--- src/rtl/fetch_sequencer_pkg.sv ---
// -----------------------------------------------------------------------------
// fetch_sequencer_pkg
// Shared widths, the halt opcode and the sequencer state encoding used by
// fetch_sequencer and by anything that needs to decode its state.
// -----------------------------------------------------------------------------
package fetch_sequencer_pkg;

  localparam int PC_WIDTH   = 32;
  localparam int INST_WIDTH = 32;

  // Instruction word that stops fetching until a resume or redirect.
  localparam logic [INST_WIDTH-1:0] HALT_OPCODE = 32'hFC00_0000;

  typedef enum logic [1:0] {
    ST_BOOT  = 2'd0,
    ST_FETCH = 2'd1,
    ST_HALT  = 2'd2,
    ST_FAULT = 2'd3
  } state_e;

  // Word-aligned targets have both low address bits clear.
  function automatic logic is_misaligned(input logic [1:0] low_bits);
    return low_bits != 2'b00;
  endfunction

endpackage

--- src/rtl/fetch_sequencer.sv ---
// -----------------------------------------------------------------------------
// fetch_sequencer
// Owns the program counter of the single-cycle core. Drives the address into
// the combinational Instruction_Memory, registers the returned word and offers
// it to decode over a valid/ready handshake. Handles branch/jump redirects,
// downstream stalls, the halt instruction and misaligned-redirect faults.
//
// Ports
//   clk            in   system clock, rising edge
//   rst_n          in   asynchronous active-low reset
//   imem_pc        out  address presented to Instruction_Memory
//   imem_inst      in   word returned by Instruction_Memory for imem_pc
//   out_valid      out  out_inst/out_pc hold a fetched instruction
//   out_ready      in   decode accepts the word when out_valid is high
//   out_pc         out  address of out_inst
//   out_inst       out  registered instruction word
//   redirect_valid in   one-cycle pulse: jump to redirect_pc, flush output
//   redirect_pc    in   branch/jump target
//   resume         in   one-cycle pulse: leave HALT
//   halted         out  high while in HALT
//   fault          out  sticky misaligned-redirect flag (cleared by reset)
//   fetch_count    out  saturating count of captured instructions
// -----------------------------------------------------------------------------
module fetch_sequencer
  import fetch_sequencer_pkg::*;
#(
  parameter logic [PC_WIDTH-1:0]   RESET_PC    = 32'h0000_0000,
  parameter logic [PC_WIDTH-1:0]   PC_STEP     = 32'd4,
  parameter logic [INST_WIDTH-1:0] HALT_INST   = HALT_OPCODE,
  parameter bit                    ALIGN_CHECK = 1'b1
) (
  input  logic                  clk,
  input  logic                  rst_n,
  output logic [PC_WIDTH-1:0]   imem_pc,
  input  logic [INST_WIDTH-1:0] imem_inst,
  output logic                  out_valid,
  input  logic                  out_ready,
  output logic [PC_WIDTH-1:0]   out_pc,
  output logic [INST_WIDTH-1:0] out_inst,
  input  logic                  redirect_valid,
  input  logic [PC_WIDTH-1:0]   redirect_pc,
  input  logic                  resume,
  output logic                  halted,
  output logic                  fault,
  output logic [31:0]           fetch_count
);

  state_e                  r_state;
  state_e                  w_state_nxt;
  logic [PC_WIDTH-1:0]     r_imem_pc;
  logic                    r_out_valid;
  logic [PC_WIDTH-1:0]     r_out_pc;
  logic [INST_WIDTH-1:0]   r_out_inst;
  logic                    r_halted;
  logic                    r_fault;
  logic [31:0]             r_fetch_count;

  logic                    w_redirect;     // legal redirect taken this cycle
  logic                    w_fault_set;    // misaligned redirect taken this cycle
  logic                    w_capture;      // latch imem_inst into the output
  logic                    w_drop_valid;   // halt word accepted while in HALT

  // ---------------------------------------------------------------------------
  // Next-state and control decode. A redirect outranks everything except an
  // existing fault; a transfer completing alongside a redirect is simply
  // consumed, and no capture happens in that cycle.
  // ---------------------------------------------------------------------------
  always_comb begin
    // NOTE: every signal driven here gets a default first, so no path can leave
    // one unassigned and infer a latch.
    w_state_nxt  = r_state;
    w_redirect   = 1'b0;
    w_fault_set  = 1'b0;
    w_capture    = 1'b0;
    w_drop_valid = 1'b0;

    if (redirect_valid && (r_state != ST_FAULT)) begin
      if (ALIGN_CHECK && is_misaligned(redirect_pc[1:0])) begin
        w_fault_set = 1'b1;
        w_state_nxt = ST_FAULT;
      end else begin
        w_redirect  = 1'b1;
        w_state_nxt = ST_FETCH;
      end
    end else begin
      unique case (r_state)
        ST_BOOT: w_state_nxt = ST_FETCH;
        ST_FETCH: begin
          // Capture whenever the output slot is empty or being drained.
          if (!r_out_valid || out_ready) begin
            w_capture = 1'b1;
            if (imem_inst == HALT_INST) w_state_nxt = ST_HALT;
          end
        end
        ST_HALT: begin
          if (r_out_valid && out_ready) w_drop_valid = 1'b1;
          if (resume)                   w_state_nxt  = ST_FETCH;
        end
        ST_FAULT: ;
        default: ;
      endcase
    end
  end

  // ---------------------------------------------------------------------------
  // State register.
  // ---------------------------------------------------------------------------
  always_ff @(posedge clk or negedge rst_n) begin
    // NOTE: sequential state uses non-blocking assignments so every register
    // samples the pre-edge values regardless of statement order.
    if (!rst_n) r_state <= ST_BOOT;
    else        r_state <= w_state_nxt;
  end

  // ---------------------------------------------------------------------------
  // Datapath registers.
  // ---------------------------------------------------------------------------
  always_ff @(posedge clk or negedge rst_n) begin
    if (!rst_n) begin
      r_imem_pc     <= RESET_PC;
      r_out_valid   <= 1'b0;
      r_out_pc      <= '0;
      r_out_inst    <= '0;
      r_halted      <= 1'b0;
      r_fault       <= 1'b0;
      r_fetch_count <= '0;
    end else begin
      // The flags track the state being entered, so they line up with it.
      r_halted <= (w_state_nxt == ST_HALT);
      r_fault  <= (w_state_nxt == ST_FAULT);

      if (w_redirect) begin
        r_imem_pc   <= redirect_pc;
        r_out_valid <= 1'b0;
      end else if (w_fault_set) begin
        // imem_pc stays put so the faulting context can be inspected.
        r_out_valid <= 1'b0;
      end else if (w_capture) begin
        r_out_inst  <= imem_inst;
        r_out_pc    <= r_imem_pc;
        r_out_valid <= 1'b1;
        r_imem_pc   <= r_imem_pc + PC_STEP;
        if (r_fetch_count != '1) r_fetch_count <= r_fetch_count + 32'd1;
      end else if (w_drop_valid) begin
        r_out_valid <= 1'b0;
      end
    end
  end

  assign imem_pc     = r_imem_pc;
  assign out_valid   = r_out_valid;
  assign out_pc      = r_out_pc;
  assign out_inst    = r_out_inst;
  assign halted      = r_halted;
  assign fault       = r_fault;
  assign fetch_count = r_fetch_count;

endmodule
--- config.mk ---
export PLATFORM = sky130hd
export DESIGN_NAME = fetch_sequencer
export DESIGN_NICKNAME = d
export VERILOG_FILES = /design/src/rtl/fetch_sequencer_pkg.sv /design/src/rtl/fetch_sequencer.sv
export SDC_FILE = /design/constraint.sdc
export NUM_CORES = 1
export LEC_CHECK = 0
export CAP_MARGIN = 15
export CORE_UTILIZATION = 46
export CTS_CLUSTER_SIZE = 24
export DETAILED_ROUTE_END_ITERATION = 16
export PLACE_DENSITY = 0.89
export SETUP_SLACK_MARGIN = 0.05
export SLEW_MARGIN = 15
export SYNTH_ARGS = -nofsm -noshare
export SYNTH_HDL_FRONTEND = slang
export SYNTH_SLANG_ARGS = --single-unit
--- constraint.sdc ---
create_clock -name clk -period 2.2 [get_ports clk]
set_input_delay 0.44 -clock clk [delete_from_list [all_inputs] [get_ports clk]]
set_output_delay 0.44 -clock clk [all_outputs]
set_load 0.02 [all_outputs]
==> metrics.md, run 1 <==
| Metric | Value |
|---|---|
| Outcome | `finished, final reports clean` |
| HPWL Detailed | `between 10 and 15 mm` |
| Top FF cell, synth | `dfrtp_1` |
| # setup viols final | `0` |
| Postcts setup bufs | `0` |
| Die area | `13,590 sq um` |
| Final WL | `between 15 and 20 mm` |
| Clk_lat worst skew | `0.42 ns` |
| Layout Area Growth over Synthesis | `50.48%` |
| Final Power | `6577 uW` |
| Skew final | `around 0.009 ns` |
| Worst EP required | `~2.5 ns` |
| Die Wd | `between 100 and 150 um` |
| First-pass GRT wire length | `29.48 mm` |
| Min-delay worst type | `reg -> reg` |
| Slowest cell on the critical path | `nor4_1` |
| Die height | `116.6 um` |
| Synth Area in Simple Gates | `29.47%` |
| Top-count cell post-synth | `nand2_1` |
| DRC viols | `0` |
| Post-Synth Adder-Cell Area | `less than 1%` |
| Detail-routed via count per cell | `around 5.4` |
| Layout Cells excl Fill | `1,066` |
| Number of flops mapped to enable cells by yosys | `0` |
| Placed Cells | `about 1,000` |
| CTS Sinks | `about 130` |
| # fillers | `956` |
| CTS tree | `built` |
| Final period utilization | `around 94%` |
| 1st-pass router iterations | `4` |
| Syn Std Cell Area | `around 6000 sq um` |
| Cell taking the most area after synthesis | `dfrtp_1` |
| CP max stage delay | `about 0.53 ns` |
| Vias in the first global route | `5,826` |
| Worst rel slew slack | `64.64%` |
| Synth top area cells | `dfrtp_1 (55%), nand2_1 (14%), xnor2_1 (4.6%), nand4_1 (3.1%), nand3_1 (2.9%)` |
| Post-synth cell types | `46` |
| Mux cell area share after synthesis | `0.3730%` |
| Number of DRC markers in iteration 0 | `about 470` |
| Sequential area share after synthesis | `55.12%` |
| Fmax | `482.2 MHz` |
| RSZ-0062 raised after global routing | `false` |
| Vias | `5,807` |
| MaxCap Viol Count | `0` |
| Synth warn | `0` |
| PD cells | `between 700 and 800 nW/um^2` |
| FFs w/ async S/R, synth | `100.0%` |
| Setup_tns | `0 ns` |
| FF+latch count, synth | `133` |
| Initial antenna violation count | `1` |
| Core area | `12,720 sq um` |
| Critical Path AT | `2.35 ns` |
| GPL Wtd Cong | `roughly 0.92` |
| Wire per inst | `17.38 um` |
| Root cell of the clock tree | `clkbuf_16` |
| Nets@finish | `951` |
| Kind of critical path | `reg -> reg` |
| Worst-path clk slew | `about 0.060 ns` |
| Type of origin of the critical path | `flop` |
| Net count after synthesis | `723` |
| Combinational family with the most area after synthesis | `simple AND/OR/NAND/NOR gates` |
| Syn Area/Cell | `9.261 sq um` |
| FP Rows | `41` |
| Critical R2R Launch | `imem_pc[6]` |
| Hold_sp | `out_pc[23]` |
| Compound-Gate Fraction of Synth Area | `5.740%` |
| Fin. max-slew vios | `0` |
| Layout cells sized above 1 | `under 10%` |
| Commonest cells post-synth | `nand2_1 (228), dfrtp_1 (133), nand3_1 (35), xnor2_1 (32), nand4_1 (30)` |
| Final Hold Vio Count | `0` |
| Final min period | `2.074 ns` |
| Slew @ Worst Pin | `approximately 0.53 ns` |
| Routed Antenna Nets | `0` |
| H-tree depth | `4` |
| Synth top area share | `55.12%` |
| # IOs | `200` |
| Critical path capture point type | `flop` |
| Xor and xnor area share after synthesis | `6.527%` |
| CTS buffer count | `17` |
| Largest net degree at the start of global routing | `50` |
| Post-synthesis instance total | `652` |
| Worst path cell trace | `nand4_4 > nor4_1 > nand4_1 > o211ai_1 > o311ai_0` |
| Peak VDD IR | `0.3952 mV` |
| Setup crit start | `imem_pc[6]` |
| Total track usage | `between 20 and 30%` |
| P_leak | `0.004066 uW` |
| Crit Path Max Fanout | `8` |
| Overflow after GRT | `0` |
| Clk buf depth | `2` |
| Port bufs | `199` |
| Starting Density | `47.46%` |
| Util after Layout | `71.42%` |
[path summary, 6_finish.rpt]
check                          endpoint  slack, ns  cells after the start
setup / recovery            imem_pc[28]       0.13                      5
hold / removal               out_pc[23]       0.47                      2
setup reg to reg            imem_pc[28]       0.13                      5
hold reg to reg              out_pc[23]       0.47                      2
max in group asynchronous    r_state[1]       1.05                      3
min in group asynchronous  out_inst[14]       0.54                      2
[critical path: cells and delay by family (launching register included)]
kind,cells,cell delay [ns]
simple gates,3,1.01
flops,1,0.52
compound gates,2,0.41
[state kept, by name, indices dropped and copies added (netlist names)]
name	cells
fault	1
fetch_count	32
halted	1
imem_pc	32
out_inst	32
out_pc	32
out_valid	1
r_state	2
[cell type report]
cell class / count / area [sq um] / area share (%)
Sequential cell: 133 / 3328 / 36.63
Multi-Input combinational cell: 485 / 2579 / 28.38
Timing Repair Buffer: 237 / 2344 / 25.79
Clock buffer: 20 / 466.7 / 5.136
Tap cell: 172 / 215.2 / 2.368
Clock inverter: 12 / 128.9 / 1.418
Inverter: 6 / 22.52 / 0.2479
Antenna cell: 1 / 2.502 / 0.02754
[stage by stage]
stage	hold slack, ns	area, sq um	worst slack, ns
after floorplan	0.1444	6038	0.2535
after global placement	0.4149	8472	-0.1805
after detailed placement	0.4140	8472	-0.2172
after CTS	0.4751	9077	0.1217
after global routing	0.4924	9084	0.06396
final	0.4720	9086	0.1260
[metal layers]
| layer | part of all wire (%) | global-route usage, % |
|---|---|---|
| met5 | 0.076 | 0 |
| met4 | 3.4 | 14.68 |
| met3 | 8.6 | 8.563 |
| met2 | 48 | 46.59 |
| met1 | 40 | 35.01 |
[logic make-up after synthesis]
group                      Yosys count
muxes                                2
adders and majority gates            2
and+or+nand+nor                    380
AOI/OAI and AO/OA                   56
xor gates and xnor gates            45
DFF                                133
buffers and inverters               34
[what timing repair did]
| action | in CTS | in global routing |
|---|---|---|
| hold buffers | 1 | 0 |
| resized for setup | 0 | 1 |
| endpoints found under the setup margin | 0 | 1 |
| endpoints found under the hold margin | 46 | 0 |
[power by group]
part | internal [uW] | leakage, uW | switching [uW]
registers | 2620 | 0.00175 | 146
logic | 498 | 0.00203 | 500
clock network | 1750 | 0.000288 | 1060
[cells in the final DEF (no fill, tap or decap), types with 2 or more instances in the layout]
master | netlist | routed
and2_1 | 4 | 4
xor2_1 | 13 | 13
or3_1 | 2 | 2
a21o_1 | 3 | 3
ha_1 | 2 | 2
a211oi_1 | 2 | 2
nand4_1 | 30 | 30
and3_1 | 12 | 12
xnor2_1 | 32 | 32
bufinv_16 | 0 | 2
buf_4 | 1 | 32
dfrtp_1 | 133 | 133
nor2_1 | 27 | 27
a21oi_1 | 9 | 9
o211ai_1 | 6 | 6
nor4_2 | 1 | 2
and4_1 | 4 | 4
clkdlybuf4s50_1 | 0 | 198
nand3_1 | 35 | 35
nor4_1 | 10 | 9
inv_1 | 6 | 6
clkinvlp_4 | 0 | 3
nor3b_1 | 3 | 3
o22ai_1 | 2 | 2
or2_2 | 2 | 2
buf_12 | 0 | 5
o21ai_0 | 21 | 21
nand2_1 | 228 | 228
a31oi_1 | 5 | 5
a22oi_1 | 2 | 2
clkinv_2 | 0 | 4
mux2_2 | 2 | 2
nand3b_1 | 3 | 3
clkbuf_16 | 0 | 17
clkbuf_8 | 0 | 3
clkinv_4 | 0 | 3
o311ai_0 | 3 | 3
nor3_1 | 9 | 8
(Power assumes the default switching activity.)
==> run 2, diff against run 1 <==
--- a/config.mk
+++ b/config.mk
@@ -6,10 +6,12 @@
 export NUM_CORES = 1
 export LEC_CHECK = 0
 export CAP_MARGIN = 15
-export CORE_UTILIZATION = 46
+export CELL_PAD_IN_SITES_DETAIL_PLACEMENT = 0
+export CELL_PAD_IN_SITES_GLOBAL_PLACEMENT = 1
+export CORE_UTILIZATION = 37
 export CTS_CLUSTER_SIZE = 24
 export DETAILED_ROUTE_END_ITERATION = 16
-export PLACE_DENSITY = 0.89
+export PLACE_DENSITY = 0.95
 export SETUP_SLACK_MARGIN = 0.05
 export SLEW_MARGIN = 15
 export SYNTH_ARGS = -nofsm -noshare
==> constraint.sdc (replaced) <==
create_clock -name clk -period 2.6 [get_ports clk]
set_input_delay 0.52 -clock clk [delete_from_list [all_inputs] [get_ports clk]]
set_output_delay 0.52 -clock clk [all_outputs]
set_load 0.02 [all_outputs]
==> run 2 against run 1 <==
Against the previous run: critical path depth shrank 4; first-iteration DRC count shrank 32%; via count shrank 6.6%; largest cell class unchanged; cell area shrank 1.1%.
==> metrics.md, run 2 (synthesis results as in run 1) <==
| Metric | Value |
|---|---|
| Critical R2R Launch | `imem_pc[5] (was imem_pc[6])` |
| Final Hold Vio Count | `0 (unchanged)` |
| Setup crit start | `imem_pc[5] (was imem_pc[6])` |
| Final setup margin | `0.4116 ns (was 0.1260 ns)` |
| Worst EP required | `2.08 ns (was 2.48 ns)` |
| ANT cells | `0 (was 1)` |
| Worst rel slew slack | `52.44% (was 64.64%)` |
| CP max stage delay | `0.69 ns (was 0.53 ns)` |
| CTS Hold Buffers Added | `0 (was 1)` |
| HPWL Detailed | `12.54 mm (was 13.17 mm)` |
| # fillers | `1,453 (was 956)` |
| Final Power | `5729 uW (was 6577 uW)` |
| Critical Path AT | `1.67 ns (was 2.35 ns)` |
| Vias in the first global route | `5,274 (was 5,826)` |
| Min Hold Slack | `0.1243 ns (was 0.4720 ns)` |
| Die Wd | `129.8 um (was 116.6 um)` |
| Type of origin of the critical path | `flop (unchanged)` |
| CTS Sinks | `133 (unchanged)` |
| Total track usage | `21.60% (was 28.79%)` |
| RSZ-0062 raised after global routing | `false (unchanged)` |
| Port bufs | `199 (unchanged)` |
| Vias | `5,426 (was 5,807)` |
| Nets@finish | `933 (was 951)` |
| Commonest non-fill, non-tap cell in the layout | `nand2_1 (unchanged)` |
| Min-delay worst type | `in -> async (was reg -> reg)` |
| Setup_tns | `0 ns (unchanged)` |
| Wire per inst | `15.99 um (was 17.38 um)` |
| Die area | `16,840 sq um (was 13,590 sq um)` |
| Kind of critical path | `reg -> out (was reg -> reg)` |
| Fmax | `457.0 MHz` |
| Post-CTS sizing | `0 (unchanged)` |
| MaxCap Viol Count | `0 (unchanged)` |
| Core area | `15,890 sq um (was 12,720 sq um)` |
| DRC viols | `0 (unchanged)` |
| Top delay family on crit path | `buffers and inverters (was simple AND/OR/NAND/NOR gates)` |
| P_leak | `0.003988 uW (was 0.004066 uW)` |
| Overflow after GRT | `0 (unchanged)` |
| Postcts setup bufs | `0 (unchanged)` |
| Worst-path clk slew | `0.05 ns (was 0.06 ns)` |
| Fin. max-slew vios | `0 (unchanged)` |
| First-pass GRT wire length | `27.68 mm (was 29.48 mm)` |
| FP Rows | `46 (was 41)` |
| Slew @ Worst Pin | `0.7133 ns (was 0.5256 ns)` |
| PD cells | `637.7 nW/um^2 (was 723.8 nW/um^2)` |
| Post-place setup slack | `0.08000 ns (was -0.2172 ns)` |
| Number of DRC markers in iteration 0 | `318 (was 465)` |
| Slowest cell on the critical path | `clkdlybuf4s50_1 (was nor4_1)` |
| Final min period | `2.188 ns` |
| Detail-routed via count per cell | `4.978 (was 5.447)` |
| Most frequent cells in the layout | `nand2_1 (228), clkdlybuf4s50_1 (198), dfrtp_1 (133), nand3_1 (35), xnor2_1 (32) (was nand2_1 (228), clkdlybuf4s50_1 (198), dfrtp_1 (133), nand3_1 (35))` |
| Final WL | `17.43 mm (was 18.53 mm)` |
| Worst path cell trace | `clkdlybuf4s50_1 (was nand4_4 > nor4_1 > nand4_1 > o211ai_1 > o311ai_0)` |
| GPL Wtd Cong | `0.8342 (was 0.9203)` |
| CTS tree | `built (unchanged)` |
| Critical path capture point type | `primary output (was flop)` |
| Clk_lat worst skew | `0.42 ns (about the same)` |
| Root cell of the clock tree | `clkbuf_16 (unchanged)` |
| Layout Area Growth over Synthesis | `48.78% (was 50.48%)` |
| Initial antenna violation count | `2 (was 1)` |
| Peak VDD IR | `0.4895 mV (was 0.3952 mV)` |
| Layout cells sized above 1 | `7.437% (was 9.630%)` |
| Final period utilization | `84.17%` |
| H-tree depth | `4 (unchanged)` |
| Starting Density | `38.01% (was 47.46%)` |
| Crit Path Max Fanout | `9 (was 8)` |
| Buffer and inverter count on the worst path | `1 (was 0)` |
| CTS buffer count | `17 (unchanged)` |
| Die height | `129.8 um (was 116.6 um)` |
| # setup viols final | `0 (unchanged)` |
| Clk buf depth | `2 (unchanged)` |
| Skew final | `0.007466 ns (was 0.009182 ns)` |
| # IOs | `200 (unchanged)` |
| Routed Antenna Nets | `0 (unchanged)` |
| Largest net degree at the start of global routing | `77 (was 50)` |
| Outcome | `finished, final reports clean (unchanged)` |
| 1st-pass router iterations | `4 (unchanged)` |
[run 2: area by class of cell]
type / instances / area (sq um) / share of cell area (%)
flip-flops and latches: 133 / 3328 / 37.05
multi-input cells: 485 / 2572 / 28.64
inverters: 6 / 22.52 / 0.2507
clock buffers: 23 / 488.0 / 5.432
clock inverters: 8 / 146.4 / 1.630
well taps: 216 / 270.3 / 3.008
repair buffers: 219 / 2156 / 24.00
[run 2: worst reg2reg max path, stage by stage, from the launching register on]
cell and delay (ns):
dfrtp_1 0.56, nand4_4 0.20, nor4_4 0.53, nand2_2 0.21, or3_1 0.39, a31oi_1 0.16
[run 2: worst paths after layout]
path	end	depth (start not counted)	slack [ns]
min in group clk	out_pc[13]	2	0.47
min	out_inst[14]	1	0.12
max in group asynchronous	fetch_count[30]	2	1.81
min reg2reg	out_pc[13]	2	0.47
max reg2reg	imem_pc[31]	5	0.48
max	imem_pc[5]	1	0.41
[run 2: where the power goes]
group          internal (uW)  switching [uW]  total (uW)
clock                   1700             871        2570
sequential              2210             132        2350
combinational            410             402         812
[run 2: metal layers]
layer	part of all wire, %	track usage [%]
met5	0.20	0
met2	46	33.31
met1	46	29.32
met3	6.2	5.289
met4	2.0	8.550
[run 2: stage by stage]
step                instances  cell area, sq um  util [%]
CTS                      1090              8984     56.55
finish                   1090              8984     56.55
detailed placement       1059              8349     52.56
floorplan                 652              6038         -
global placement         1059              8349     52.56
global route             1090              8984     56.55
